===== config.mk =====
export PLATFORM = sky130hd
export DESIGN_NAME = bcd_to_bin
export DESIGN_NICKNAME = d
export VERILOG_FILES = /design/src/rtl/bcd_to_bin.sv
export SDC_FILE = /design/constraint.sdc
export NUM_CORES = 1
export LEC_CHECK = 0
export BUFFER_PORTS_ARGS = -buffer_cell sky130_fd_sc_hd__buf_4
export CAP_MARGIN = 25
export CORE_MARGIN = 3
export CORE_UTILIZATION = 43
export DETAILED_ROUTE_END_ITERATION = 6
export HOLD_SLACK_MARGIN = 0.03
export PLACE_DENSITY = 0.66
export SLEW_MARGIN = 5
export SYNTH_ARGS = -nofsm -noshare
export SYNTH_HDL_FRONTEND = slang
export SYNTH_SLANG_ARGS = --single-unit

===== constraint.sdc =====
create_clock -name clk -period 1.4 [get_ports clk]
set_clock_uncertainty 0.2 [all_clocks]
set_input_delay 0.07 -clock clk [delete_from_list [all_inputs] [get_ports clk]]
set_output_delay 0.07 -clock clk [all_outputs]
set_load 0.02 [all_outputs]

===== src/rtl/bcd_to_bin.sv =====
// rtl/bcd_to_bin.sv - sequential BCD-to-binary converter (reverse double-dabble)
module bcd_to_bin #(
    parameter int DIGITS = 3,
    parameter int BIN_W  = 10
) (
    input  logic                  clk,
    input  logic                  rst,
    input  logic                  start,
    input  logic [4*DIGITS-1:0]   bcd,
    output logic                  busy,
    output logic                  done,
    output logic [BIN_W-1:0]      bin,
    output logic                  err
);

    localparam int BCD_W = 4 * DIGITS;
    localparam int CAT_W = BCD_W + BIN_W;
    localparam int CNT_W = $clog2(BIN_W + 1);

    typedef enum logic {
        IDLE,
        SHIFT
    } state_t;

    state_t             state;
    logic [BCD_W-1:0]   bcd_sr;
    logic [BIN_W-1:0]   bin_sr;
    logic [CNT_W-1:0]   cnt;

    logic               bad_digit;
    logic [CAT_W-1:0]   shifted;
    logic [BCD_W-1:0]   bcd_nxt;
    logic [BIN_W-1:0]   bin_nxt;

    // Flag an operand carrying any nibble outside 0..9
    always_comb begin
        bad_digit = 1'b0;
        for (int d = 0; d < DIGITS; d++) begin
            if (bcd[4*d +: 4] > 4'd9) begin
                bad_digit = 1'b1;
            end
        end
    end

    // One conversion step: shift the pair right, then pull each digit >= 8 back by 3
    always_comb begin
        shifted = {bcd_sr, bin_sr} >> 1;
        bcd_nxt = shifted[CAT_W-1:BIN_W];
        bin_nxt = shifted[BIN_W-1:0];
        for (int d = 0; d < DIGITS; d++) begin
            if (bcd_nxt[4*d +: 4] >= 4'd8) begin
                bcd_nxt[4*d +: 4] = bcd_nxt[4*d +: 4] - 4'd3;
            end
        end
    end

    // Control FSM with registered busy/done/bin/err
    always_ff @(posedge clk or posedge rst) begin
        if (rst) begin
            state  <= IDLE;
            busy   <= 1'b0;
            done   <= 1'b0;
            err    <= 1'b0;
            bin    <= '0;
            bcd_sr <= '0;
            bin_sr <= '0;
            cnt    <= '0;
        end else begin
            done <= 1'b0;
            case (state)
                IDLE: begin
                    if (start) begin
                        if (bad_digit) begin
                            // Rejected operands complete immediately with a zero result
                            err  <= 1'b1;
                            bin  <= '0;
                            done <= 1'b1;
                        end else begin
                            err    <= 1'b0;
                            bcd_sr <= bcd;
                            bin_sr <= '0;
                            cnt    <= CNT_W'(BIN_W);
                            busy   <= 1'b1;
                            state  <= SHIFT;
                        end
                    end
                end
                SHIFT: begin
                    bcd_sr <= bcd_nxt;
                    bin_sr <= bin_nxt;
                    cnt    <= cnt - 1'b1;
                    if (cnt == CNT_W'(1)) begin
                        bin   <= bin_nxt;
                        done  <= 1'b1;
                        busy  <= 1'b0;
                        state <= IDLE;
                    end
                end
                default: state <= IDLE;
            endcase
        end
    end

endmodule


**After elaboration in Yosys (flattened, before gate mapping)**

Index checks and enable logic that the tools add are counted.

- Register bits after elaboration: 40
- Input bits: 15
- Output and inout port bits: 13
- Logic and storage cells: 59

- Add/subtract/negate cells: 4
- Magnitude comparators: 6
- Equal/unequal tests: 5
- Mux-type cells: 31
- Bitwise operators: 1
- Reductions and logical operators: 4

Operator list:

| kind | count |
|---|---|
| 10-bit 2-to-1 mux | 5 |
| 10-bit one-hot mux with 2 select lines | 2 |
| 12-bit 2-to-1 mux | 2 |
| 12-bit one-hot mux with 2 select lines | 1 |
| 4-bit 2-to-1 mux | 5 |
| 4-bit > comparator, second input constant | 3 |
| 1-bit 2-to-1 mux | 12 |
| 4-bit greater-or-equal comparator, second input constant | 2 |
| 4-bit one-hot mux with 2 select lines | 1 |
| 4-bit by 2-bit subtractor with 4-bit output, second input constant | 2 |
| 2-bit inequality test, second input constant | 3 |
| 1-bit one-hot mux with 2 select lines | 3 |
| 3-bit AND reduction | 2 |
| 4-bit by 1-bit == test with 1-bit output, second input constant | 1 |
| 3-bit by 4-bit greater-or-equal comparator with 1-bit output, second input constant | 1 |
| 2-bit AND reduction | 2 |
| 3-bit by 2-bit subtractor with 4-bit output, second input constant | 1 |
| 4-bit by 1-bit subtractor with 4-bit output, second input constant | 1 |
| 2-bit by 1-bit inequality test with 1-bit output, second input constant | 1 |
| 1-bit NOT | 1 |

**Depth between registers and ports, before layout**

- Depth after elaboration: 7
- Depth in mapped cells: 6

**Least setup slack after synthesis**

No wires, ideal clock.

- Kind: register to register
- From: register cnt[0]
- To: register bin[0]
- Arrival: 1192 ps
- Required time: 1123 ps
- Path slack: -69 ps
- Stages on the path, launching flop included: 6
- Buffers on the path: 1
- Period minus slack after synthesis: 1469 ps
- Path through: dfrtp_1 ha_1 nand4bb_1 buf_1 nand2_1 a21oi_1

- Longest elaborated chain between the ends: 3

RTL lines:

| element | RTL line | source |
|---|---|---|
| start: declaration | 28 | `logic [CNT_W-1:0] cnt;` |
| start signal: assignment | 82 | `cnt <= CNT_W'(BIN_W);` |
| start signal: assignment | 91 | `cnt <= cnt - 1'b1;` |
| 4-bit by 1-bit == test with 1-bit output | 92 | `if (cnt == CNT_W'(1)) begin` |
| 2-bit by 1-bit inequality test with 1-bit output (no line) | - |  |
| 3-bit AND reduction (no line) | - |  |
| end signal: assignment | 93 | `bin <= bin_nxt;` |
| end: declaration | 12 | `output logic [BIN_W-1:0] bin,` |

Every way passes these cells.
A chain may end at the register's enable or synchronous reset.

**Final worst setup path**

- From: register bcd_sr[1]
- To: register bcd_sr[1]

- Longest elaborated chain between the ends: 3

RTL lines:

| element | RTL line | source |
|---|---|---|
| start: declaration | 26 | `logic [BCD_W-1:0] bcd_sr;` |
| start signal: assignment | 89 | `bcd_sr <= bcd_nxt;` |
| 4-bit by 2-bit subtractor with 4-bit output or 4-bit greater-or-equal comparator (tied branches) | 52, 51 |  |
| 4-bit 2-to-1 mux (*) | 51 | `if (bcd_nxt[4*d +: 4] >= 4'd8) begin` |
| 12-bit one-hot mux with 2 select lines (*) | 70 | `case (state)` |

Every way passes the cells marked *; elsewhere a longest branch is shown, timed or not.

==> results.md <==
- Setup CP Type: register to register
- Diodes inserted: 0
- Final core area utilization: 68.86%
- Async set-reset flop share out of synthesis: 100.0%
- Routed WL: slightly below 5 mm
- Final period util: 108.4%
- Switching power: a little over 2000 uW
- CP max stage delay: 0.41 ns
- Post-synth EDFFs: 0
- Syn Nets: 189
- Reg-to-Reg End: bcd_sr[1]$_DFFE_PP0P_
- Part of the power in registers: 35.8%
- 1st-pass router iterations: 4
- Post-synthesis cell area: 1862 sq um
- Worst slew pin tran: 0.5055 ns
- CP top delay family: flip-flops
- Core area: 4086 sq um
- CTS tree: yes
- FF+latch area: 975.9 sq um
- Tot GR Track Use: 20.02%
- Max Slew Vio Count: 0
- Startpoint type of the worst setup path: register
- CP endpoint: bcd_sr[1]$_DFFE_PP0P_
- Clk sinks: 39
- Critical Path End Type: register
- Initial core utilization: 45.56%
- Via density: 5.507
- CTS clock-pin slew for the worst setup and hold paths: 0.07 ns
- Combinational share of power: 50.4%
- Synth Flop Type: dfrtp_1
- # nets final: 261
- CP Cell Sequence: inv_1, ha_1, mux2i_1, nor2b_1, a221o_1
- Post-CTS Hold Buffers: 10
- Area Growth Syn to Fin: 51.14%
- Crit path max fanout: 4
- Post-Synthesis Cells: 168
- R2R setup slack: -0.12 ns
- Final Setup Violations: 32
- Post-synthesis sequential area ratio: 52.42%
- Worst R2R Start: bcd_sr[1]$_DFFE_PP0P_
- Register bit count reported by yosys: 39
- Number of global-route vias before repair: 1,694
- P_int: 3482 uW
- Setup TNS: -1.471 ns
- GPL Wtd Cong: 0.8224
- Minimum clock period after layout: 1.518 ns
- Power per cell area: 1964 nW/um^2
- H-tree levels: 2
- VDD IR max: 917.0 uV
- Drt drc: 0
- Global-route wire length before repair: 7.990 mm
- Worst Reg-to-Reg Cells: 5
- Failing checks: negative setup slack
- Die ar.: 5155 sq um
- Routed wire length per instance: 17.06 microns
- # fillers: 293
- Slowest cell on the critical path: dfrtp_1
- Dpl ws: -0.1096 ns
- Clk Latency, worst-skew pair: 0.29 ns
- CTS root buf: clkbuf_8
- Critical path arrival: 1.49 ns
- Initial DRC count: 170
- CP bufs+invs: 1
- Worst EP required: 1.37 ns
- Worst setup margin: -0.1180 ns
- Max-Cap Viols: 0
- CTS buffer count: 5
- Maximum number of pins on one net before global-route repair: 40
- RSZ-0062 raised after global routing: yes
- Die Ht: 71.80 microns
- Gr ovfl total: 0
- Final hold violation count: 0
- Initial antenna violation count: 0
- WP depth: 5
- Final antenna-violating net count: 0
- Clock power share: 13.7%
- Maximum clock rate: 0.6588 GHz
- Worst setup startpoint: bcd_sr[1]$_DFFE_PP0P_
- Port Buf Inserts: 27
- Die Width: 71.80 microns
- LEAKAGE: 0.001275 uW
- Hpwl dp: 2.902 mm
- Vias: approximately 1,600
- Average size of a mapped cell: 11.08 sq um
- Synth cell types: 36
- Status: finished, violations left
- Layout cell share with drive strength beyond 1: 50.42%
- Footprint of the multi-input gates: 1006 sq um
- Worst hold path class: primary input to register
- Switching Fraction: 37.00%
- Hold_ws: 0.03522 ns
- Max clock buf depth: 2
- FP Rows: 23
- Worst relative slew slack: 66.30%
- # IOs: 28
- Yosys Warn Count: 0
## metal layers
metal / global-route usage, % / vias to the layer above / share of wire, %
li1: - / 739 / -
met1: 24.89 / 798 / 41
met2: 33.27 / 47 / 52
met3: 5.891 / 13 / 5.0
met4: 6.889 / 0 / 2.3
met5: 0 / - / 0
## per-stage QoR
step                power [uW]  cell area [sq um]  cells
global route              5846               2814    290
floorplan                 3100               1878    168
CTS                       5168               2681    289
finish                    5526               2814    290
detailed placement        3922               2280    262
global placement          3821               2280    262
## how the worst min path moves through the flow
stage / from / end / slack, ns / cells past startpoint
floorplan: bcd[11] / bcd_sr[11]$_DFFE_PP0P_ / 0.003 / 1
global placement: rst / bin[0]$_DFFE_PP0P_ / 0.02 / 3
detailed placement: rst / bin_sr[2]$_DFFE_PP0P_ / 0.03 / 3
CTS: start / err$_DFFE_PP0P_ / 0.03 / 4
global route: start / err$_DFFE_PP0P_ / 0.03 / 4
finish: start / err$_DFFE_PP0P_ / 0.04 / 4
## cell families after synthesis
group           share of synthesized area [%]
fa+ha+maj                               4.032
xor+xnor                                1.882
mux                                     1.680
simple gates                            14.99
buf+inv                                 4.973
compound gates                          20.03
flops                                   52.42
## sequential cells by signal (all words and copies together) (netlist names)
signal and flops:
err 1, bin 10, done 1, bcd_sr 12, bin_sr 9, state 1
busy 1, cnt 4
## placed cells by master (no fill, tap or decap), types with 2 or more instances in the layout
master         instances
or2_4                  2
ha_2                   2
buf_6                 15
and4bb_4               2
xnor2_1                3
inv_1                  6
nand2b_4               3
mux2i_1                2
inv_2                  3
nor2_1                 3
ha_4                   3
a221o_1               10
and2_1                 4
a22o_1                10
o21ai_2                4
dfrtp_1               39
nor2b_1                2
nand2_1               12
a21oi_2               12
nor4_1                 2
o21a_1                 4
dlygate4sd3_1         10
nand2b_1               2
clkbuf_8               6
nand2_2               12
buf_4                 47
## power by group through the flow
stage	Clock, uW	Combinational (uW)	Sequential [uW]
after floorplan	0	1040	2060
after global routing	833	2970	2040
after global placement	0	1930	1890
final	759	2790	1980
after detailed placement	0	2000	1920
after CTS	777	2460	1930
## worst register-to-register path, cell delays in order (launching register included)
cell	delay [ns]
dfrtp_1	0.41
inv_1	0.06
ha_1	0.27
mux2i_1	0.13
nor2b_1	0.07
a221o_1	0.27
## synth_stat cells (4+ instances only)
cell type  number  area, sq um
a22o_1         10        87.58
o21a_1          4        30.03
ha_1            6        75.07
nand2b_1        5        31.28
nand2_1        25        93.84
inv_1          10        37.54
buf_2           5        25.02
and2_1          4        25.02
dfrtp_1        39        975.9
a221o_1        10        100.1
a21oi_1        13        65.06
## final cells by class
type | instances | share of cell area (%)
sequential | 39 | 34.68
clock buffer | 6 | 2.935
inverter | 10 | 1.423
clock inverter | 1 | 0.1779
tap | 50 | 2.223
timing repair buffer | 73 | 22.81
multi-input combinational | 111 | 35.75
## timing repair
item,CTS,global route
endpoints found under the setup margin,34,36
gates resized for setup,32,35
setup buffers,9,1
pin swaps,9,14
cloned,2,0
hold endpoints to repair,49,1
No activity file was read; power rests on OpenSTA's default activity.
